`src/rtl/mips_ctrl_pkg.sv`:
```
// Shared types and opcode constants for the multi-cycle MIPS control unit.
// Holds the FSM state, PC/destination selects, instruction classes and a classifier.
package mips_ctrl_pkg;

    typedef enum logic [2:0] {
        FETCH,
        DECODE,
        EXEC,
        MEM,
        WB,
        HALT
    } state_t;

    typedef enum logic [1:0] {
        PC_PLUS4  = 2'd0,
        PC_BRANCH = 2'd1,
        PC_JUMP   = 2'd2,
        PC_REG    = 2'd3
    } pc_sel_t;

    typedef enum logic [1:0] {
        RD_RT  = 2'd0,
        RD_RD  = 2'd1,
        RD_R31 = 2'd2
    } rd_sel_t;

    typedef enum logic [2:0] {
        CLS_NOP,
        CLS_RTYPE,
        CLS_IALU,
        CLS_LOAD,
        CLS_STORE,
        CLS_CTRL
    } inst_class_t;

    localparam logic [5:0] OP_SPECIAL = 6'h00;
    localparam logic [5:0] OP_REGIMM  = 6'h01;
    localparam logic [5:0] OP_J       = 6'h02;
    localparam logic [5:0] OP_JAL     = 6'h03;
    localparam logic [5:0] OP_BEQ     = 6'h04;
    localparam logic [5:0] OP_BNE     = 6'h05;
    localparam logic [5:0] OP_BLEZ    = 6'h06;
    localparam logic [5:0] OP_BGTZ    = 6'h07;

    localparam logic [5:0] FN_JR   = 6'h08;
    localparam logic [5:0] FN_JALR = 6'h09;

    localparam logic [4:0] RI_BLTZ   = 5'h00;
    localparam logic [4:0] RI_BGEZ   = 5'h01;
    localparam logic [4:0] RI_BLTZAL = 5'h10;
    localparam logic [4:0] RI_BGEZAL = 5'h11;

    // JR/JALR live under SPECIAL but are sequenced as control transfers.
    function automatic inst_class_t classify(
        input logic [5:0] op,
        input logic [5:0] fn
    );
        inst_class_t c;
        c = CLS_NOP;
        if (op == OP_SPECIAL) begin
            c = (fn == FN_JR || fn == FN_JALR) ? CLS_CTRL : CLS_RTYPE;
        end else begin
            unique case (op[5:3])
                3'b000:  c = CLS_CTRL;
                3'b001:  c = CLS_IALU;
                3'b100:  c = CLS_LOAD;
                3'b101:  c = CLS_STORE;
                default: c = CLS_NOP;
            endcase
        end
        return c;
    endfunction

endpackage

```
`src/rtl/mips_branch_resolve.sv`:
```
// Combinational branch/jump resolver: condition, redirect kind, link and dest.
// Ports: instr, rs_data, rt_data in; taken, kind, link, rd_sel out.
module mips_branch_resolve
    import mips_ctrl_pkg::*;
#(
    parameter int DATA_W = 32
) (
    input  logic [31:0]       instr,
    input  logic [DATA_W-1:0] rs_data,
    input  logic [DATA_W-1:0] rt_data,
    output logic              taken,
    output pc_sel_t           kind,
    output logic              link,
    output rd_sel_t           rd_sel
);

    logic [5:0] op;
    logic [5:0] fn;
    logic [4:0] rt;
    logic       neg;
    logic       zero;
    logic       unused;

    assign op     = instr[31:26];
    assign fn     = instr[5:0];
    assign rt     = instr[20:16];
    assign neg    = rs_data[DATA_W-1];
    assign zero   = (rs_data == '0);
    assign unused = ^{instr[25:21], instr[15:6]};

    always_comb begin
        taken  = 1'b0;
        kind   = PC_PLUS4;
        link   = 1'b0;
        rd_sel = (op == OP_SPECIAL) ? RD_RD : RD_RT;
        unique case (op)
            OP_SPECIAL: begin
                if (fn == FN_JR || fn == FN_JALR) begin
                    taken = 1'b1;
                    kind  = PC_REG;
                    link  = (fn == FN_JALR);
                end
            end
            OP_REGIMM: begin
                kind = PC_BRANCH;
                unique case (rt)
                    RI_BLTZ: taken = neg;
                    RI_BGEZ: taken = !neg;
                    RI_BLTZAL: begin
                        taken  = neg;
                        link   = 1'b1;
                        rd_sel = RD_R31;
                    end
                    RI_BGEZAL: begin
                        taken  = !neg;
                        link   = 1'b1;
                        rd_sel = RD_R31;
                    end
                    default: taken = 1'b0;
                endcase
            end
            OP_J: begin
                taken = 1'b1;
                kind  = PC_JUMP;
            end
            OP_JAL: begin
                taken  = 1'b1;
                kind   = PC_JUMP;
                link   = 1'b1;
                rd_sel = RD_R31;
            end
            OP_BEQ: begin
                kind  = PC_BRANCH;
                taken = (rs_data == rt_data);
            end
            OP_BNE: begin
                kind  = PC_BRANCH;
                taken = (rs_data != rt_data);
            end
            OP_BLEZ: begin
                kind  = PC_BRANCH;
                taken = neg || zero;
            end
            OP_BGTZ: begin
                kind  = PC_BRANCH;
                taken = !neg && !zero;
            end
            default: taken = 1'b0;
        endcase
    end

endmodule

```
`src/rtl/mips_control_fsm.sv`:
```
// Multi-cycle MIPS control FSM: FETCH/DECODE/EXEC/MEM/WB with Avalon stalls.
// Ports: clk, reset, instr, waitrequest, rs/rt data in; datapath strobes out.
module mips_control_fsm
    import mips_ctrl_pkg::*;
#(
    parameter int                DATA_W     = 32,
    parameter bit                DELAY_SLOT = 1'b1,
    parameter logic [DATA_W-1:0] HALT_ADDR  = '0
) (
    input  logic              clk,
    input  logic              reset,
    input  logic [31:0]       instr,
    input  logic              waitrequest,
    input  logic [DATA_W-1:0] rs_data,
    input  logic [DATA_W-1:0] rt_data,
    output logic              mem_read,
    output logic              mem_write,
    output logic              addr_sel,
    output logic              ir_load,
    output logic              alu_src,
    output logic [1:0]        rd_sel,
    output logic              reg_write,
    output logic              mem_to_reg,
    output logic              link,
    output logic              pc_write,
    output logic [1:0]        pc_sel,
    output logic              active
);

    state_t            state;
    state_t            state_d;
    inst_class_t       cls_q;
    logic              taken_q;
    logic              link_q;
    pc_sel_t           kind_q;
    rd_sel_t           rdsel_q;
    logic [DATA_W-1:0] rs_q;
    logic              pend_q;
    pc_sel_t           pend_kind_q;
    logic              pend_halt_q;
    logic              pend_set;
    logic              pend_clr;
    logic              br_taken;
    logic              br_link;
    pc_sel_t           br_kind;
    rd_sel_t           br_rd_sel;
    logic              halt_cond;

    mips_branch_resolve #(
        .DATA_W(DATA_W)
    ) u_resolve (
        .instr  (instr),
        .rs_data(rs_data),
        .rt_data(rt_data),
        .taken  (br_taken),
        .kind   (br_kind),
        .link   (br_link),
        .rd_sel (br_rd_sel)
    );

    assign halt_cond = taken_q && (kind_q == PC_REG) && (rs_q == HALT_ADDR);

    always_ff @(posedge clk) begin
        if (reset) begin
            state       <= FETCH;
            cls_q       <= CLS_NOP;
            taken_q     <= 1'b0;
            link_q      <= 1'b0;
            kind_q      <= PC_PLUS4;
            rdsel_q     <= RD_RD;
            rs_q        <= '0;
            pend_q      <= 1'b0;
            pend_kind_q <= PC_PLUS4;
            pend_halt_q <= 1'b0;
        end else begin
            state <= state_d;
            if (state == DECODE) begin
                cls_q   <= classify(instr[31:26], instr[5:0]);
                taken_q <= br_taken;
                link_q  <= br_link;
                kind_q  <= br_kind;
                rdsel_q <= br_rd_sel;
                rs_q    <= rs_data;
            end
            if (pend_clr) begin
                pend_q      <= 1'b0;
                pend_halt_q <= 1'b0;
            end else if (pend_set) begin
                pend_q      <= 1'b1;
                pend_kind_q <= kind_q;
                pend_halt_q <= halt_cond;
            end
        end
    end

    always_comb begin
        state_d    = state;
        mem_read   = 1'b0;
        mem_write  = 1'b0;
        addr_sel   = 1'b0;
        ir_load    = 1'b0;
        alu_src    = 1'b0;
        rd_sel     = RD_RD;
        reg_write  = 1'b0;
        mem_to_reg = 1'b0;
        link       = 1'b0;
        pc_write   = 1'b0;
        pc_sel     = PC_PLUS4;
        active     = 1'b0;
        pend_set   = 1'b0;
        pend_clr   = 1'b0;
        // Reset masks outputs combinationally so a stalled strobe drops at once.
        if (!reset) begin
            unique case (state)
                FETCH: begin
                    active   = 1'b1;
                    mem_read = 1'b1;
                    if (!waitrequest) begin
                        ir_load = 1'b1;
                        state_d = DECODE;
                    end
                end
                DECODE: begin
                    active  = 1'b1;
                    state_d = EXEC;
                end
                EXEC: begin
                    active  = 1'b1;
                    alu_src = (cls_q == CLS_LOAD) || (cls_q == CLS_STORE) ||
                              (cls_q == CLS_IALU);
                    if (cls_q == CLS_LOAD || cls_q == CLS_STORE)
                        state_d = MEM;
                    else
                        state_d = WB;
                end
                MEM: begin
                    active    = 1'b1;
                    addr_sel  = 1'b1;
                    mem_read  = (cls_q == CLS_LOAD);
                    mem_write = (cls_q == CLS_STORE);
                    if (!waitrequest)
                        state_d = WB;
                end
                WB: begin
                    active     = 1'b1;
                    pc_write   = 1'b1;
                    rd_sel     = rdsel_q;
                    mem_to_reg = (cls_q == CLS_LOAD);
                    link       = link_q;
                    reg_write  = (cls_q == CLS_RTYPE) || (cls_q == CLS_IALU) ||
                                 (cls_q == CLS_LOAD) || link_q;
                    state_d    = FETCH;
                    // A pending redirect overrides any branch in its slot.
                    if (pend_q) begin
                        pc_sel   = pend_kind_q;
                        pend_clr = 1'b1;
                        if (pend_halt_q)
                            state_d = HALT;
                    end else if (taken_q) begin
                        if (DELAY_SLOT) begin
                            pend_set = 1'b1;
                        end else begin
                            pc_sel = kind_q;
                            if (halt_cond)
                                state_d = HALT;
                        end
                    end
                end
                HALT: state_d = HALT;
                default: state_d = FETCH;
            endcase
        end
    end

endmodule

```
`config.mk`:
```
export PLATFORM = sky130hd
export DESIGN_NAME = mips_control_fsm
export DESIGN_NICKNAME = d
export VERILOG_FILES = /design/src/rtl/mips_ctrl_pkg.sv /design/src/rtl/mips_branch_resolve.sv /design/src/rtl/mips_control_fsm.sv
export SDC_FILE = /design/constraint.sdc
export NUM_CORES = 1
export LEC_CHECK = 0
export CORE_ASPECT_RATIO = 1.2
export CORE_MARGIN = 2
export CORE_UTILIZATION = 45
export DETAILED_ROUTE_END_ITERATION = 16
export PLACE_DENSITY = 0.86
export SLEW_MARGIN = 15
export SYNTH_ARGS = -nofsm -noshare
export SYNTH_HDL_FRONTEND = slang
export SYNTH_SLANG_ARGS = --single-unit
```
`constraint.sdc`:
```
create_clock -name clk -period 2.8 [get_ports clk]
set_input_delay 0.84 -clock clk [delete_from_list [all_inputs] [get_ports clk]]
set_output_delay 0.84 -clock clk [all_outputs]
set_load 0.02 [all_outputs]
```
### Word level (Yosys, flattened, before mapping)

Cells that the tools add are included.

* flip-flop bits (word level): 48
* input bits: 99

* reductions and logical operators: 27
* mux-type cells: 53
* equality and inequality tests: 29
* bitwise logic cells: 1

Operators by type and width (count)
* 32-bit logical NOT: 2
* 32-bit == test: 1
* 32-bit inequality test: 1
* 1-bit two-way mux: 31
* 6-bit by 3-bit == test with 1-bit output (second input constant): 4
* 3-bit two-way mux: 7
* 3-bit one-hot mux with 6 select lines: 1
* 3-bit == test (second input constant): 5
* 2-bit two-way mux: 7
* 3-bit by 2-bit == test with 1-bit output (second input constant): 4
* 6-bit by 2-bit == test with 1-bit output (second input constant): 2
* 6-bit by 4-bit == test with 1-bit output (second input constant): 2
* 3-bit one-hot mux with 4 select lines: 1
* 5-bit == test (second input constant): 2
* 2-bit OR reduction: 5
* 5-bit OR reduction: 2
* 3-bit by 1-bit == test with 1-bit output (second input constant): 3
* 1-bit logical OR: 7
* 1-bit one-hot mux with 7 select lines: 1
* 6-bit by 1-bit == test with 1-bit output (second input constant): 1
* 3-bit logical NOT: 2
* 6-bit logical NOT: 1
* 2-bit one-hot mux with 3 select lines: 1
* 5-bit by 1-bit == test with 1-bit output (second input constant): 1
* 10 further kinds: 16

### Logic depth before layout (Yosys ltp)

Gate-level depths: netlist of run 1.

* depth in word-level cells: 6
* depth in mapped cells: 9

### Cells and area by module

From an unflattened synthesis of run 1, not the netlist that was laid out.

* cell total of the unflattened synthesis: 348
* area, all modules: 2622.5 um^2

By module, submodules not included
* mips_control_fsm: times used 1, area each 2018.2 um^2, cells each 265, seq. area each 960.9 um^2
* mips_branch_resolve: times used 1, area each 604.3 um^2, cells each 83, seq. area each 0.0 um^2

### Least setup slack after synthesis of run 1

No wires, ideal clock.

* kind: input -> output
* start point: in reset
* end point: out alu_src
* data required time: 1960 ps
* slack: -241 ps
* arrival: 2201 ps
* path buffers: 0
* stages: 3
* cells stage by stage: inv_1 nand2_1 a2111oi_0

* cells in the longest elaborated chain, start to end: 1

Ends and longest elaborated chain
* start: declaration: line mips_control_fsm.sv:11 `input logic reset,`
* 1-bit two-way mux: line mips_control_fsm.sv:113 `if (!reset) begin`
* end: declaration: line mips_control_fsm.sv:20 `output logic alu_src,`

No other way between the ends.

### Worst setup path after layout of run 1

* start point: in reset
* end point: out ir_load

* cells in the longest elaborated chain, start to end: 1

Ends and longest elaborated chain
* 1-bit two-way mux: line mips_control_fsm.sv:113
* end: declaration: line mips_control_fsm.sv:19 `output logic ir_load,`

No other way between the ends.

==> reports/qor.log, run 1 <==
qor: grt.antenna_violations_before_repair 0
qor: drt.vias_per_cell 5.55
qor: finish.fin_util 67.4%
qor: placed_design.place.gp.congestion 0.883
qor: synth.postSynthAreaPerCell 7.55 um2
qor: synth.synth_seq_area_share 37.6%
qor: finish.non_filler_cell_area_final 0.00374 mm2
qor: cts.cts_setup_buffers 0
qor: timing.fmax 0.370 GHz
qor: drt.detail_route.drc_violations 0
qor: finish.final_layout_size_suffix_gt1_share 8.56%
qor: finish.mostFrequentLayoutCells sky130_fd_sc_hd__clkdlybuf4s50_1, sky130_fd_sc_hd__nand2_1, sky130_fd_sc_hd__dfxtp_1
qor: grt.grt_max_degree 43
qor: timing.hold_viol_final 0
qor: finish.syn_to_final_growth 46.6%
qor: timing.relSlewSlack 56.9%
qor: critical_path.cell_by_cell_listing_of_the_critical_path dlygate4sd2_1 -> inv_1 -> nand2_1 -> buf_4 -> nor3_1 -> dlygate4sd2_1
qor: synth.synth_enable_flop_cells 0
qor: floorplan.dieHeight 86.5 um
qor: placed_design.placed_cell_area 0.00367 mm2
qor: placed_design.post-place-ws -0.510 ns
qor: critical_path.crit_slowest_cell sky130_fd_sc_hd__dlygate4sd2_1
qor: finish.antenna-diode-count 0
qor: timing.finalCritPeriodShare 96.6%
qor: drt.via_count 2819
qor: timing.setup-violations-final 0
qor: cts.max-clock-path-buffers 2
qor: synth.synth_nets 437
qor: synth.netlist-cell-type-count 40
qor: placed_design.post-place-cells 500
qor: finish.post_layout_nonfiller_instances 508
qor: synth.synthFlopType sky130_fd_sc_hd__dfxtp_1
qor: placed_design.sum_of_net_half_perimeters_after_detailed_placement 5870 um
qor: cts.clkTransAtPathRegs 0.09 ns
qor: critical_path.cp-start-kind input pin
qor: cts.cts_root_buffer sky130_fd_sc_hd__clkbuf_8
qor: floorplan.i_o_pins 113
qor: critical_path.setup.worst_path.class in -> out
qor: finish.final_net_count 542
qor: floorplan.die_area 0.00629 mm2
qor: critical_path.number_of_cell_instances_on_the_worst_register_to_register_path 6
qor: critical_path.reg2reg_to taken_q$_SDFFE_PP0P_
qor: grt.overflow 0
qor: timing.timing.final.max_slew_violations 0
qor: synth.ys_seq_elements 48
qor: synth.syn_area 0.00255 mm2
qor: placed_design.io_buffer_count 97
qor: floorplan.chipWidth 72.8 um
qor: cts.ctsHtreeMaxLevel 2
qor: worst_hold_path.min_path_cells 2
qor: grt.grt_first_pass_wirelength 11900 um
qor: drt.dr.first_iter.drc_count 112
qor: power.ir_drop 348 uV
qor: floorplan.placeableCoreArea 0.00556 mm2
qor: critical_path.critical_path_required 1.96 ns
qor: cts.worst_skew_pair.late_latency 0.30 ns
qor: worst_hold_path.hold_path.class reg -> reg
qor: critical_path.critical-path-max-stage-delay 0.36 ns
qor: worst_hold_path.worstHoldEndpoint rs_q[6]$_SDFFE_PP0P_
qor: timing.post-route-min-period 2.71 ns
qor: worst_hold_path.hold_path.startpoint rs_q[6]$_SDFFE_PP0P_
qor: cts.tritoncts done
qor: grt.number_of_global_route_vias_before_repair 2729
qor: critical_path.endpoint_kind primary output
qor: critical_path.r2r_slack 1.16 ns
qor: drt.final_antenna_net_count 0
qor: timing.worst-slew-pin-transition 0.641 ns
qor: drt.firstDrtPassIters 4
qor: power.powerDensity 625 mW/mm2
qor: cts.number_of_buffers_added_by_the_clock_tree_synthesis_step 5
qor: critical_path.cell_family_contributing_the_most_delay_on_the_critical_path buffers and inverters
qor: critical_path.critical_path.max_fanout 5
qor: critical_path.arrival 1.87 ns
qor: timing.rsz_0062_raised_after_global_routing false
qor: floorplan.start_util 45.9%
qor: critical_path.timing.critical_path.buf_inv 4
qor: job.timing.max_cap.violations 0
qor: critical_path.critical-path-top-cell-by-count sky130_fd_sc_hd__dlygate4sd2_1
qor: timing.postLayoutSetupSlackWorst 0.0948 ns
qor: cts.cts_num_sinks 48
qor: grt.grt_use_total 24.3%
qor: drt.finalWirelength 7290 um
qor: timing.clock_skew 0.00578 ns
qor: floorplan.core.rowCount 30
qor: synth.syn-instance-count 338
qor: timing.final.setup.tns 0 ns
qor: critical_path.regToRegStartpoint state[1]$_SDFFE_PP0P_
qor: synth.yosys_warnings 0
qor: power.reported_leakage_power 0.00142 uW
qor: finish.mostFrequentLayoutCell sky130_fd_sc_hd__clkdlybuf4s50_1
qor: synth.synth_async_sr_flop_share 0%
qor: drt.routed_wire_length_per_instance 14.3 um
qor: run_status.run_status complete, no violations
how the worst max path moves through the flow:
| stage | startpoint | end | slack, ns | depth (start not counted) |
|---|---|---|---|---|
| after floorplan | reset | alu_src | 0.005 | 3 |
| after global placement | reset | alu_src | -0.47 | 5 |
| after detailed placement | reset | alu_src | -0.51 | 5 |
| after CTS | reset | alu_src | 0.003 | 5 |
| after global routing | reset | mem_write | 0.009 | 6 |
| final | reset | ir_load | 0.09 | 6 |
synthesized netlist by cell type, types with 2 or more instances:
master                      n  area [um2]
sky130_fd_sc_hd__buf_2      4        20.0
sky130_fd_sc_hd__dfxtp_1   48         961
sky130_fd_sc_hd__nor4_1    24         150
sky130_fd_sc_hd__xnor2_1    2        17.5
sky130_fd_sc_hd__nand3b_1   2        15.0
sky130_fd_sc_hd__mux2i_1    3        30.0
sky130_fd_sc_hd__and3_1     6        37.5
sky130_fd_sc_hd__nand3_1    4        20.0
sky130_fd_sc_hd__o21a_1     2        15.0
sky130_fd_sc_hd__inv_1      4        15.0
sky130_fd_sc_hd__nand4_1    6        37.5
sky130_fd_sc_hd__xor2_1    33         289
sky130_fd_sc_hd__nor3_1     8        40.0
sky130_fd_sc_hd__nand2b_1   2        12.5
sky130_fd_sc_hd__nor3b_1    2        15.0
sky130_fd_sc_hd__clkbuf_1  12        45.0
sky130_fd_sc_hd__nand2_1   76         285
sky130_fd_sc_hd__o211ai_1   2        15.0
sky130_fd_sc_hd__or4_1      2        15.0
sky130_fd_sc_hd__a31oi_1    3        18.8
sky130_fd_sc_hd__o21ai_0    6        30.0
sky130_fd_sc_hd__a21oi_1   46         230
sky130_fd_sc_hd__and2_1     2        12.5
sky130_fd_sc_hd__nor2_1    23        86.3
cell type report:
class / instances / area, um2
Timing Repair Buffer: 117 / 1080
Clock buffer: 6 / 72.6
Sequential cell: 48 / 961
Clock inverter: 2 / 35.0
Tap cell: 64 / 80.1
Inverter: 4 / 15.0
Multi-Input combinational cell: 267 / 1500
Fill cell: 446 / 1810
sequential cells by signal (all words and copies together), names as in the netlist:
signal / flops
rdsel_q: 2
pend_kind_q: 2
pend_halt_q: 1
kind_q: 2
pend_q: 1
cls_q: 3
taken_q: 1
state: 3
link_q: 1
rs_q: 32
worst register-to-register path, stage by stage, from the launching register on:
cell                      delay [ns]
sky130_fd_sc_hd__dfxtp_1        0.31
sky130_fd_sc_hd__buf_4          0.16
sky130_fd_sc_hd__inv_1          0.11
sky130_fd_sc_hd__and3_1         0.16
sky130_fd_sc_hd__buf_4          0.35
sky130_fd_sc_hd__nand2_1        0.15
sky130_fd_sc_hd__o41ai_2        0.31
timing repair:
item                                    4_1_cts  5_1_grt
hold buffers                                  0        0
resized for setup                            23       12
endpoints found under the setup margin       14        7
metal layers:
| layer | part of all wire, % | global-route usage (%) | vias up |
|---|---|---|---|
| met5 | 0 | 0 | - |
| met4 | 3.5 | 10.6 | 0 |
| met3 | 6.6 | 4.42 | 17 |
| met2 | 53 | 45.0 | 127 |
| met1 | 37 | 26.4 | 1286 |
| li1 | - | - | 1389 |
per-stage QoR:
step / total power [uW] / hold slack (ns)
2_1_floorplan: 1520 / 0.431
3_3_place_gp: 1840 / 0.442
3_5_place_dp: 1870 / 0.445
4_1_cts: 2340 / 0.457
5_1_grt: 2490 / 0.473
6_report: 2340 / 0.457
cell families after synthesis:
kind of cell / after synthesis / share of synthesized area [%]
and+or+nand+nor: 164 / 30.8
AOI/OAI and AO/OA: 65 / 14.4
DFF: 48 / 37.6
xor gates and xnor gates: 35 / 12.0
buffers and inverters: 23 / 4.02
muxes: 3 / 1.18
power breakdown:
group	internal [uW]	switching, uW	leakage (uW)
Combinational	396	531	0.000974
Clock	265	222	0.0000552
Sequential	837	87.2	0.000391
Total	1500	840	0.00142
(Power assumes the default switching activity.)
==> run 2, diff against run 1 <==
--- a/config.mk
+++ b/config.mk
@@ -9,6 +9,7 @@
 export CORE_MARGIN = 2
 export CORE_UTILIZATION = 45
 export DETAILED_ROUTE_END_ITERATION = 16
+export MAX_ROUTING_LAYER = met4
 export PLACE_DENSITY = 0.86
 export SLEW_MARGIN = 15
 export SYNTH_ARGS = -nofsm -noshare
==> run 2 against run 1 <==
Net effect:
- clock power about the same
- cell area unchanged
- first-iteration DRC count up 21%
- combinational power about the same
- wire length about the same
- final cell count unchanged
- fmax down 0.34%
- die area unchanged
- critical endpoint is now alu_src
- largest cell class unchanged
- largest power group unchanged
==> reports/qor.log, run 2 (same netlist as run 1, synthesis figures left out) <==
qor: cts.worst_skew_pair.late_latency 0.30 ns [about the same]
qor: placed_design.post-place-cells 500 [unchanged]
qor: power.powerDensity 624 mW/mm2 [was 625 mW/mm2]
qor: finish.non_filler_cell_area_final 0.00374 mm2 [unchanged]
qor: finish.syn_to_final_growth 46.6% [unchanged]
qor: finish.mostFrequentLayoutCell sky130_fd_sc_hd__clkdlybuf4s50_1 [unchanged]
qor: timing.setup-violations-final 0 [unchanged]
qor: cts.tritoncts done [unchanged]
qor: placed_design.post-place-ws -0.510 ns [unchanged]
qor: timing.timing.hold.ws 0.459 ns [was 0.457 ns]
qor: timing.timing.final.max_slew_violations 0 [unchanged]
qor: drt.dr.first_iter.drc_count 136 [was 112]
qor: timing.worst-slew-pin-transition 0.641 ns [about the same]
qor: finish.final_layout_size_suffix_gt1_share 8.56% [unchanged]
qor: critical_path.cp-start-kind input pin [unchanged]
qor: placed_design.placed_cell_area 0.00367 mm2 [unchanged]
qor: drt.detail_route.drc_violations 0 [unchanged]
qor: drt.via_count 2885 [was 2819]
qor: finish.antenna-diode-count 0 [unchanged]
qor: drt.finalWirelength 7290 um [about the same]
qor: timing.post-route-min-period 2.71 ns [about the same]
qor: power.power.switching 838 uW [was 840 uW]
qor: floorplan.chipWidth 72.8 um [unchanged]
qor: drt.vias_per_cell 5.68 [was 5.55]
qor: grt.grt_use_total 25.0% [was 24.3%]
qor: worst_hold_path.hold_path.startpoint rs_q[22]$_SDFFE_PP0P_ [was rs_q[6]$_SDFFE_PP0P_]
qor: timing.clock_skew 0.00413 ns [was 0.00578 ns]
qor: power.comb_power_share 39.7% [about the same]
qor: timing.finalCritPeriodShare 96.9% [was 96.6%]
qor: power.p_seq_share 39.6% [was 39.5%]
qor: drt.routed_wire_length_per_instance 14.4 um [was 14.3 um]
qor: critical_path.worst_setup_path_startpoint reset [unchanged]
qor: grt.antenna_violations_before_repair 0 [unchanged]
qor: placed_design.sum_of_net_half_perimeters_after_detailed_placement 5870 um [unchanged]
qor: timing.postLayoutSetupSlackWorst 0.0857 ns [was 0.0948 ns]
qor: floorplan.dieHeight 86.5 um [unchanged]
qor: drt.final_antenna_net_count 0 [unchanged]
qor: cts.ctsHtreeMaxLevel 2 [unchanged]
qor: cts.number_of_buffers_added_by_the_clock_tree_synthesis_step 5 [unchanged]
qor: finish.layout_top_registers rs_q: 32 flops, cls_q: 3 flops, state: 3 flops [unchanged]
qor: critical_path.critical_path.max_fanout 2 [was 5]
qor: cts.cts_root_buffer sky130_fd_sc_hd__clkbuf_8 [unchanged]
qor: finish.mostFrequentLayoutCells sky130_fd_sc_hd__clkdlybuf4s50_1, sky130_fd_sc_hd__nand2_1, sky130_fd_sc_hd__dfxtp_1 [unchanged]
qor: timing.rsz_0062_raised_after_global_routing false [unchanged]
qor: critical_path.arrival 1.87 ns [about the same]
qor: critical_path.r2r_slack 1.16 ns [about the same]
qor: cts.clkTransAtPathRegs 0.08 ns [was 0.09 ns]
qor: finish.largest_register_ffs 32 [unchanged]
qor: worst_hold_path.hold_path.class reg -> reg [unchanged]
qor: grt.number_of_global_route_vias_before_repair 2727 [was 2729]
qor: grt.overflow 0 [unchanged]
qor: cts.hold_buffers 0 [unchanged]
qor: critical_path.critical_path_required 1.96 ns [about the same]
qor: cts.cts_setup_buffers 0 [unchanged]
qor: timing.hold_viol_final 0 [unchanged]
qor: floorplan.die_area 0.00629 mm2 [unchanged]
qor: floorplan.i_o_pins 113 [unchanged]
qor: floorplan.core.rowCount 30 [unchanged]
qor: placed_design.io_buffer_count 97 [unchanged]
qor: timing.fmax 0.368 GHz [was 0.370 GHz]
qor: finish.largest_register rs_q [unchanged]
qor: grt.grt_max_degree 43 [unchanged]
qor: floorplan.placeableCoreArea 0.00556 mm2 [unchanged]
qor: timing.final.setup.tns 0 ns [unchanged]
qor: critical_path.endpoint_kind primary output [unchanged]
qor: job.timing.max_cap.violations 0 [unchanged]
qor: run_status.run_status complete, no violations [unchanged]
qor: power.internal_power_of_the_cells 1500 uW [about the same]
qor: drt.firstDrtPassIters 5 [was 4]
qor: floorplan.start_util 45.9% [unchanged]
qor: cts.cts_num_sinks 48 [unchanged]
qor: cts.cts_resized 23 [unchanged]
qor: power.power_switching_share 35.9% [about the same]
qor: power.reported_leakage_power 0.00142 uW [unchanged]
qor: grt.grt_first_pass_wirelength 11900 um [unchanged]
qor: critical_path.regToRegStartpoint state[1]$_SDFFE_PP0P_ [unchanged]
qor: power.ir_drop 349 uV [was 348 uV]
qor: timing.relSlewSlack 56.9% [about the same]
qor: cts.max-clock-path-buffers 2 [unchanged]
qor: finish.final_net_count 542 [unchanged]
qor: placed_design.place.gp.congestion 0.898 [was 0.883]
qor: critical_path.setup.worst_path.class in -> out [unchanged]
qor: finish.post_layout_nonfiller_instances 508 [unchanged]
qor: power.power.clock.fraction 20.7% [was 20.8%]
## run 2: final timing paths
| path | cells past startpoint | endpoint |
|---|---|---|
| setup reg to reg | 6 | taken_q$_SDFFE_PP0P_ |
| hold / removal | 2 | rs_q[22]$_SDFFE_PP0P_ |
| setup / recovery | 5 | alu_src |
| hold reg to reg | 2 | rs_q[22]$_SDFFE_PP0P_ |
## run 2: metal layers
metal | wire length [um] | global-route usage, % | vias up | part of all wire [%]
met5 | 0 | - | - | 0
met4 | 269 | 10.6 | 0 | 3.7
met3 | 532 | 4.07 | 19 | 7.3
met2 | 3800 | 45.0 | 158 | 52
met1 | 2690 | 26.6 | 1322 | 37
li1 | - | - | 1386 | -
## run 2: final cells by class
cell class / instances / area [um2]
fillers: 446 / 1810
multi-input cells: 267 / 1500
clock inverters: 2 / 35.0
well taps: 64 / 80.1
flip-flops and latches: 48 / 961
clock buffers: 6 / 72.6
repair buffers: 117 / 1080
inverters: 4 / 15.0
## run 2: power by group through the flow
stage,clock [uW],combinational [uW],sequential [uW]
after CTS,495,922,923
after floorplan,0,607,912
after global routing,522,1020,943
after detailed placement,0,931,939
after global placement,0,911,929
final,485,927,925
## run 2: stage by stage
stage	total power (uW)	util (%)
finish	2340	67.4
global route	2490	67.4
CTS	2340	67.7
detailed placement	1870	66.0
global placement	1840	66.0
floorplan	1520	-
## run 2: worst max-delay path: stages
cell and delay [ns]:
sky130_fd_sc_hd__dlygate4sd2_1 0.24, sky130_fd_sc_hd__inv_1 0.07, sky130_fd_sc_hd__nand2_1 0.07, sky130_fd_sc_hd__a2111oi_1 0.41, sky130_fd_sc_hd__clkbuf_2 0.25
==> run 3, diff against run 2 <==
--- a/config.mk
+++ b/config.mk
@@ -9,8 +9,9 @@
 export CORE_MARGIN = 2
 export CORE_UTILIZATION = 45
 export DETAILED_ROUTE_END_ITERATION = 16
+export DONT_BUFFER_PORTS = 1
 export MAX_ROUTING_LAYER = met4
-export PLACE_DENSITY = 0.86
+export PLACE_DENSITY = 0.61
 export SLEW_MARGIN = 15
 export SYNTH_ARGS = -nofsm -noshare
 export SYNTH_HDL_FRONTEND = slang
==> run 3 against run 2 <==
Net effect:
- clock power rose by 7.2%
- sequential share of layout area grew 9.6 points
- critical path depth down 1
- global-route usage decreased by 3.1 points
- sequential power grew 2.5%
- sequential cell count unchanged
- critical endpoint is now pc_sel[1]
- largest cell class unchanged
- highest routed layer unchanged
==> reports/qor.log, run 3 (same netlist as run 1, synthesis figures left out) <==
qor: critical_path.cp-start-kind register [was input pin]
qor: finish.layout_top_registers rs_q: 32 flops, cls_q: 3 flops, state: 3 flops [unchanged]
qor: placed_design.place.gp.congestion 0.862 [was 0.898]
qor: power.comb_power_share 31.9% [was 39.7%]
qor: worst_hold_path.min_path_cells 2 [unchanged]
qor: drt.via_count 2352 [was 2885]
qor: critical_path.critical_path.max_fanout 12 [was 2]
qor: finish.layout.area.seq 961 um2 [unchanged]
qor: critical_path.setup.worst_path.class reg -> out [was in -> out]
qor: critical_path.critical_path_required 1.96 ns [about the same]
qor: critical_path.r2r_slack 0.99 ns [was 1.16 ns]
qor: cts.number_of_buffers_added_by_the_clock_tree_synthesis_step 5 [unchanged]
qor: grt.antenna_violations_before_repair 0 [unchanged]
qor: grt.grt_first_pass_wirelength 10400 um [was 11900 um]
qor: run_status.run_status complete, no violations [unchanged]
qor: power.power_switching_share 35.5% [was 35.9%]
qor: cts.ctsHtreeMaxLevel 2 [unchanged]
qor: finish.largest_register rs_q [unchanged]
qor: finish.multi_input_area 0.00149 mm2 [was 0.00150 mm2]
qor: grt.grt_use_total 21.9% [was 25.0%]
qor: power.p_seq_share 44.0% [was 39.6%]
qor: finish.final_net_count 433 [was 542]
qor: placed_design.io_buffer_count 0 [was 97]
qor: timing.setup-violations-final 0 [unchanged]
qor: cts.hold_buffers 0 [unchanged]
qor: cts.tritoncts done [unchanged]
qor: floorplan.i_o_pins 113 [unchanged]
qor: timing.relSlewSlack 59.9% [was 56.9%]
qor: cts.worst_skew_pair.late_latency 0.30 ns [about the same]
qor: worst_hold_path.worstHoldEndpoint rs_q[6]$_SDFFE_PP0P_ [was rs_q[22]$_SDFFE_PP0P_]
qor: drt.final_antenna_net_count 0 [unchanged]
qor: floorplan.start_util 45.9% [unchanged]
qor: timing.timing.final.max_slew_violations 0 [unchanged]
qor: grt.overflow 0 [unchanged]
qor: power.reported_leakage_power 0.000960 uW [was 0.00142 uW]
qor: finish.mostFrequentLayoutCells sky130_fd_sc_hd__nand2_1, sky130_fd_sc_hd__dfxtp_1, sky130_fd_sc_hd__a21oi_1 [was sky130_fd_sc_hd__clkdlybuf4s50_1, sky130_fd_sc_hd__nand2_1, sky130_fd_sc_hd__dfxtp_1]
qor: floorplan.chipWidth 72.8 um [unchanged]
qor: cts.cts_resized 0 [was 23]
qor: drt.dr.first_iter.drc_count 70 [was 136]
qor: power.powerDensity 790 mW/mm2 [was 624 mW/mm2]
qor: critical_path.regToRegStartpoint state[0]$_SDFFE_PP0P_ [was state[1]$_SDFFE_PP0P_]
qor: critical_path.reg2reg_to rs_q[9]$_SDFFE_PP0P_ [was taken_q$_SDFFE_PP0P_]
qor: job.timing.max_cap.violations 0 [unchanged]
qor: critical_path.arrival 1.75 ns [was 1.87 ns]
qor: timing.post-route-min-period 2.59 ns [was 2.71 ns]
qor: grt.grt_max_degree 50 [was 43]
qor: finish.largest_register_ffs 32 [unchanged]
qor: cts.cts_num_sinks 48 [unchanged]
qor: cts.cts_setup_buffers 0 [unchanged]
qor: drt.routed_wire_length_per_instance 16.4 um [was 14.4 um]
qor: timing.final.setup.tns 0 ns [unchanged]
qor: timing.hold_viol_final 0 [unchanged]
qor: cts.max-clock-path-buffers 2 [unchanged]
qor: timing.worst-slew-pin-transition 0.596 ns [was 0.641 ns]
qor: grt.number_of_global_route_vias_before_repair 2186 [was 2727]
qor: worst_hold_path.hold_path.startpoint rs_q[6]$_SDFFE_PP0P_ [was rs_q[22]$_SDFFE_PP0P_]
qor: timing.clock_skew 0.00797 ns [was 0.00413 ns]
qor: worst_hold_path.hold_path.class reg -> reg [unchanged]
qor: drt.finalWirelength 6560 um [was 7290 um]
qor: power.ir_drop 323 uV [was 349 uV]
qor: finish.syn_to_final_growth 6.86% [was 46.6%]
qor: timing.fmax 0.386 GHz [was 0.368 GHz]
qor: cts.clkTransAtPathRegs 0.09 ns [was 0.08 ns]
qor: drt.vias_per_cell 5.89 [was 5.68]
qor: finish.fillerInstances 600 [was 446]
qor: finish.fin_util 49.1% [was 67.4%]
qor: drt.detail_route.drc_violations 0 [unchanged]
qor: critical_path.number_of_cell_instances_on_the_worst_register_to_register_path 4 [was 6]
qor: power.power.clock.fraction 24.1% [was 20.7%]
qor: placed_design.sum_of_net_half_perimeters_after_detailed_placement 5090 um [was 5870 um]
qor: power.power.switching 766 uW [was 838 uW]
qor: finish.antenna-diode-count 0 [unchanged]
qor: floorplan.placeableCoreArea 0.00556 mm2 [unchanged]
qor: critical_path.endpoint_kind primary output [unchanged]
qor: floorplan.core.rowCount 30 [unchanged]
qor: power.internal_power_of_the_cells 1390 uW [was 1500 uW]
qor: drt.firstDrtPassIters 6 [was 5]
qor: timing.rsz_0062_raised_after_global_routing false [unchanged]
qor: floorplan.die_area 0.00629 mm2 [unchanged]
qor: floorplan.dieHeight 86.5 um [unchanged]
qor: cts.cts_root_buffer sky130_fd_sc_hd__clkbuf_8 [unchanged]
qor: finish.mostFrequentLayoutCell sky130_fd_sc_hd__nand2_1 [was sky130_fd_sc_hd__clkdlybuf4s50_1]
qor: finish.final_layout_size_suffix_gt1_share 5.67% [was 8.56%]
qor: timing.finalCritPeriodShare 92.5% [was 96.9%]
[run 3: how the worst max path moves through the flow]
stage / from / to / slack (ns) / depth (start not counted)
after floorplan: reset / alu_src / 0.005 / 3
after global placement: reset / alu_src / 0.27 / 4
after detailed placement: reset / alu_src / 0.30 / 4
after CTS: state[0]$_SDFFE_PP0P_ / pc_sel[0] / 0.20 / 4
after global routing: state[0]$_SDFFE_PP0P_ / pc_sel[0] / 0.1 / 4
final: state[0]$_SDFFE_PP0P_ / pc_sel[1] / 0.21 / 4
[run 3: per-layer routing]
metal / part of all wire, % / GRT usage, % / vias up / wire (um)
met2: 50 / 36.8 / 95 / 3280
met1: 40 / 25.3 / 1083 / 2610
met5: 0 / - / - / 0
met4: 1.2 / 5.22 / 0 / 78
met3: 9.0 / 7.21 / 7 / 589
li1: - / - / 1167 / -
[run 3: through the flow]
step | cell area, um2 | instances | hold slack, ns | setup WS (ns) | power (uW)
floorplan | 2550 | 338 | 0.431 | 0.00520 | 1520
global placement | 2610 | 391 | 0.438 | 0.268 | 1650
finish | 2730 | 399 | 0.450 | 0.209 | 2160
CTS | 2730 | 399 | 0.453 | 0.200 | 2170
global route | 2730 | 399 | 0.470 | 0.0975 | 2310
detailed placement | 2610 | 391 | 0.440 | 0.304 | 1660
[run 3: area by class of cell]
| cell class | count | area share [%] |
|---|---|---|
| Clock inverter | 2 | 1.42 |
| Clock buffer | 6 | 3.03 |
| Inverter | 4 | 0.550 |
| Sequential cell | 48 | 35.2 |
| Multi-Input combinational cell | 267 | 54.6 |
| Tap cell | 64 | 2.94 |
| Timing Repair Buffer | 8 | 2.20 |
[run 3: worst max-delay path, stage by stage, from the launching register on]
cell and delay [ns]:
sky130_fd_sc_hd__dfxtp_1 0.43, sky130_fd_sc_hd__nor2_1 0.18, sky130_fd_sc_hd__nand2_1 0.18, sky130_fd_sc_hd__nor2_1 0.31, sky130_fd_sc_hd__and3_1 0.35
[run 3: power groups by stage]
| stage | combinational, uW | clock (uW) | sequential, uW |
|---|---|---|---|
| finish | 687 | 520 | 948 |
| global route | 781 | 562 | 970 |
| CTS | 693 | 530 | 948 |
| detailed placement | 692 | 0 | 965 |
| global placement | 687 | 0 | 961 |
| floorplan | 607 | 0 | 912 |
==> edit 1: new RTL, flow settings as in run 3 <==
`DATA_W` is set to 32 in 2 places; all go to 40.
--- a/src/rtl/mips_branch_resolve.sv
+++ b/src/rtl/mips_branch_resolve.sv
@@ -3,7 +3,7 @@
 module mips_branch_resolve
     import mips_ctrl_pkg::*;
 #(
-    parameter int DATA_W = 32
+    parameter int DATA_W = 40
 ) (
     input  logic [31:0]       instr,
     input  logic [DATA_W-1:0] rs_data,
--- a/src/rtl/mips_control_fsm.sv
+++ b/src/rtl/mips_control_fsm.sv
@@ -3,7 +3,7 @@
 module mips_control_fsm
     import mips_ctrl_pkg::*;
 #(
-    parameter int                DATA_W     = 32,
+    parameter int                DATA_W     = 40,
     parameter bit                DELAY_SLOT = 1'b1,
     parameter logic [DATA_W-1:0] HALT_ADDR  = '0
 ) (
Interface: changed (resized rs_data and rt_data); port bits go from 113 to 129. The function was not compared with the original's and may differ.
==> edit 1 against run 3 <==
  * Power grew 8.6%
  * Synthesized area grew 15%
  * Final area increased by 15%
  * Maximum frequency shrank 0.43%
  * Setup slack worse by 11 ps
  * Die area is 14% higher
  * Wire length rose by 24%
  * Sequential cell count increased by 8
  * Hold slack improved by 3.9 ps
  * Critical path type unchanged
  * Largest cell class unchanged
==> edit 1: results (changes against run 3) <==
comb pwr=0.000792 W (+15%); top cells by count, synth=nand2_1 (97), dfxtp_1 (56), a21oi_1 (55); final estimated routing congestion in global placement=0.818 (-5.2%); run status=finished clean; via count=2,716 (+15%); Filler Cell Count=678 (+13%); met3 Track Usage GR=6.14% (-1.1 points); Reg2Reg Setup Slack=860 ps (-130 ps); antenna violations before repair=0 (unchanged); vias in the first global route=2,588 (+18%); FF-to-FF Start=state[2]; Area contributors post-synth=dfxtp_1 (38%), nand2_1 (12%), xor2_1 (9.8%); Critical R2R Capture=rs_q[14]; Flop pwr share=45.7% (+1.7 points); TritonRoute pass-1 iters=4 (-2); hold_sp=rs_q[24]; M1 WL=3340 µm (+28%); Post-DP HPWL=6100 µm (+20%); GR Util met1=27.2% (+1.9 points); CP endpoint=pc_sel[1]; biggest regs=rs_q x40, cls_q x3, state x3; fraction of layout cells with a size suffix above 1=6.20% (+0.53 points); Mapped Nets=508 (+16%); Arr. time, crit path=1760 ps; switch share=37.2% (+1.6 points); post-synth cell types=43 (+7.5%); Peak VDD IR=0.341 mV (+5.7%); first-pass GRT wire length=12,900 µm (+24%); Area after DPL=3050 µm² (+17%); Setup Skew=4.64 ps (-3.34 ps); DR WL met2=4110 µm (+26%); Routed WL=8120 µm (+24%); Power Total=0.00234 W (+8.6%); Lkg Pwr=1.07 nW (+11%); Nets=502 (+16%); placed cells=465 (+19%); WL met3=566 µm (-3.9%); dpl ws=214 ps (-90.3 ps); Most used DFF post-synth=dfxtp_1; hold_ws=454 ps (+3.89 ps); iteration-0 DRC count of the detailed router=119 (+70%); largest net degree at the start of global routing=63 (+26%); Tot GR Track Use=23.4% (+1.5 points); Slew headroom=63.9% (+4.0 points); worst-path maximum fanout=11 (-1); post-synthesis sequential area ratio=38.1% (+0.48 points); worst hold endpoint=rs_q[24]; average vias per placed instance=5.75 (-2.4%)
## edit 1: cell count changes after synthesis, sizes merged, moves of 3 or more
cell	run 3	this run
buf	7	3
nand4	6	9
nand2	76	97
nor3	8	13
and3	6	2
a21oi	46	55
dfxtp	48	56
clkbuf	12	19
nor4	24	28
xnor2	2	9
## edit 1: logic make-up (layout without fill, tap and decap cells)
| family | count (synthesis) | count (layout) | share of synthesized area, % |
|---|---|---|---|
| muxes | 2 | 2 | 0.681 |
| xor gates and xnor gates | 42 | 42 | 12.5 |
| buffers and inverters | 24 | 18 | 3.06 |
| DFF | 56 | 56 | 38.1 |
| AOI/OAI and AO/OA | 75 | 75 | 14.4 |
| and+or+nand+nor | 194 | 194 | 31.2 |
## edit 1: area by class of cell
type                    count  area, µm²  share of cell area [%]
multi-input cells         313       1750                    55.5
flip-flops and latches     56       1120                    35.6
well taps                  85        106                    3.38
clock buffers               7       96.3                    3.06
repair buffers              9       67.6                    2.15
inverters                   2       7.51                   0.239
==> edit 2: new RTL, config.mk and constraints of run 3 <==
Without the edit above. Re-encode `inst_class_t` (6 values) as Gray code, 3 bits wide.
--- a/src/rtl/mips_ctrl_pkg.sv
+++ b/src/rtl/mips_ctrl_pkg.sv
@@ -25,12 +25,12 @@
     } rd_sel_t;
 
     typedef enum logic [2:0] {
-        CLS_NOP,
-        CLS_RTYPE,
-        CLS_IALU,
-        CLS_LOAD,
-        CLS_STORE,
-        CLS_CTRL
+        CLS_NOP   = 3'b000,
+        CLS_RTYPE = 3'b001,
+        CLS_IALU  = 3'b011,
+        CLS_LOAD  = 3'b010,
+        CLS_STORE = 3'b110,
+        CLS_CTRL  = 3'b111
     } inst_class_t;
 
     localparam logic [5:0] OP_SPECIAL = 6'h00;
Behaviour: no difference found for any inputs over 10 cycles, from zero or initial values and one cycle with reset high; not proved beyond that.
==> edit 2 against run 3 <==
  * Final area fell by 0.37%
  * Setup slack improved by 30 ps
  * Power fell by 7.8%
  * Non-clock buffer count did not move
  * Via count fell by 0.98%
  * Die area rose by 1.1%
  * First-iteration DRC count fell by 20%
  * Utilization fell by 0.51 points
  * Synthesized area rose by 1.1%
  * Clock power fell by 19%
  * Sequential cell count did not move
  * Register-to-register slack improved by 170 ps
  * Wire length rose by 0.23%
  * Critical path type unchanged
  * Largest cell class unchanged
  * Largest power group unchanged
  * Highest routed layer unchanged
==> edit 2: results (changes against run 3) <==
TritonRoute pass-1 iters=4 (-2); Clock buffer cells=8 (+2); multi-input gates=265 (-0.75%); switching power=0.000691 W (-9.9%); multi-input logic area=1510 µm² (+1.4%); Compound-Gate Fraction of Synth Area=14.6% (+0.23 points); Final Non-Filler Cells=397 (-0.50%); first-pass GRT wire length=10,300 µm (-1.1%); clock group power=0.000419 W (-19%); Tot GR Track Use=21.7% (-0.26 points); final estimated routing congestion in global placement=0.774 (-10%); EDFF count, synth=0 (unchanged); Signal buffers=8 (unchanged); biggest regs=rs_q x32, cls_q x3, state x3; placed cells=389 (-0.51%); via count=2,329 (-0.98%); post-synth cell types=45 (+13%); post-synthesis sequential area ratio=37.2% (-0.42 points); ClkCell Share=3.31% (-1.1 points); sequential cell area share=35.4% (+0.13 points); clock buffer count from CTS=5 (unchanged); post-synthesis mux area share=0.776% (-0.40 points); Post-DP HPWL=5080 µm (-0.37%); largest net degree at the start of global routing=53 (+6.0%); comb pwr=0.000628 W (-8.6%); Peak VDD IR=0.303 mV (-6.1%); worst-path maximum fanout=10 (-2); Setup Skew=5.13 ps (-2.84 ps); Slew headroom=65.3% (+5.4 points); Area after DPL=2630 µm² (+0.82%); Arr. time, crit path=1720 ps (-30 ps); Filler Cell Count=586 (-2.3%); Mapped Nets=435 (-0.46%); fraction of layout cells with a size suffix above 1=6.01% (+0.33 points); iteration-0 DRC count of the detailed router=56 (-20%); top cells by count, synth=nand2_1 (74), dfxtp_1 (48), a21oi_1 (44); Non-clock buffer share=2.21% (+0.0081 points); cells after synthesis=336 (-0.59%); Area contributors post-synth=dfxtp_1 (37%), xnor2_1 (11%), nand2_1 (11%); Synthesis Warnings=0 (unchanged); Lkg Pwr=0.867 nW (-9.7%); antenna violations before repair=0 (unchanged); Port Buffers=0 (unchanged); setup bufs post-CTS=0 (unchanged); run status=finished clean; Routed WL=6570 µm (+0.23%); Inserted Diodes=0 (unchanged); Nets=431 (-0.46%); Post-Synth XOR/XNOR Area=11.9% (-0.13 points); die area=6360 µm² (+1.1%); root buffer cell=clkbuf_8; vias in the first global route=2,101 (-3.9%)
==> edit 2: cell types whose count changed after synthesis, moves of 2 or more <==
cell | before | now
nand4_1 | 6 | 11
buf_6 | 1 | 3
nand2_1 | 76 | 74
a211oi_1 | 0 | 2
a21oi_1 | 46 | 44
xnor2_1 | 2 | 33
and3_1 | 6 | 4
xor2_1 | 33 | 2
nor4_1 | 24 | 19
nor2_1 | 23 | 21
nor2b_1 | 1 | 3
==> edit 2: logic make-up (layout without fill, tap and decap cells) <==
logic type	after synthesis	in the layout
xor gates and xnor gates	35	35
and+or+nand+nor	161	161
buffers and inverters	23	20
muxes	2	2
DFF	48	48
AOI/OAI and AO/OA	67	67
==> edit 2: metrics by stage <==
step / hold WS [ps] / util, % / setup slack [ps] / power (W)
2_1_floorplan: 431 / - / 48.5 / 0.00146
3_3_place_gp: 434 / 47.0 / 380 / 0.00158
3_5_place_dp: 440 / 47.0 / 361 / 0.00159
4_1_cts: 452 / 48.6 / 173 / 0.00201
5_1_grt: 469 / 48.6 / 24.5 / 0.00213
6_report: 453 / 48.6 / 239 / 0.00199
==> edit 2: per-layer routing <==
| metal | GRT usage, % | vias up | share of wire [%] |
|---|---|---|---|
| met5 | - | - | 0 |
| met4 | 7.58 | 0 | 1.9 |
| met3 | 4.98 | 9 | 6.2 |
| met2 | 35.7 | 80 | 51 |
| met1 | 25.7 | 1073 | 41 |
| li1 | - | 1167 | - |
==> edit 2: final timing paths <==
check | from | end | slack, ps | depth (start not counted)
max | state[1] | pc_sel[0] | 240 | 4
min | rs_q[3] | rs_q[3] | 450 | 2
min reg2reg | rs_q[3] | rs_q[3] | 450 | 2
max reg2reg | state[0] | taken_q | 1160 | 7
==> edit 2: tightest hold or removal path: stages, from the launching register on <==
cell	delay, ps
dfxtp_1	310
nand2_1	50
a21oi_1	50
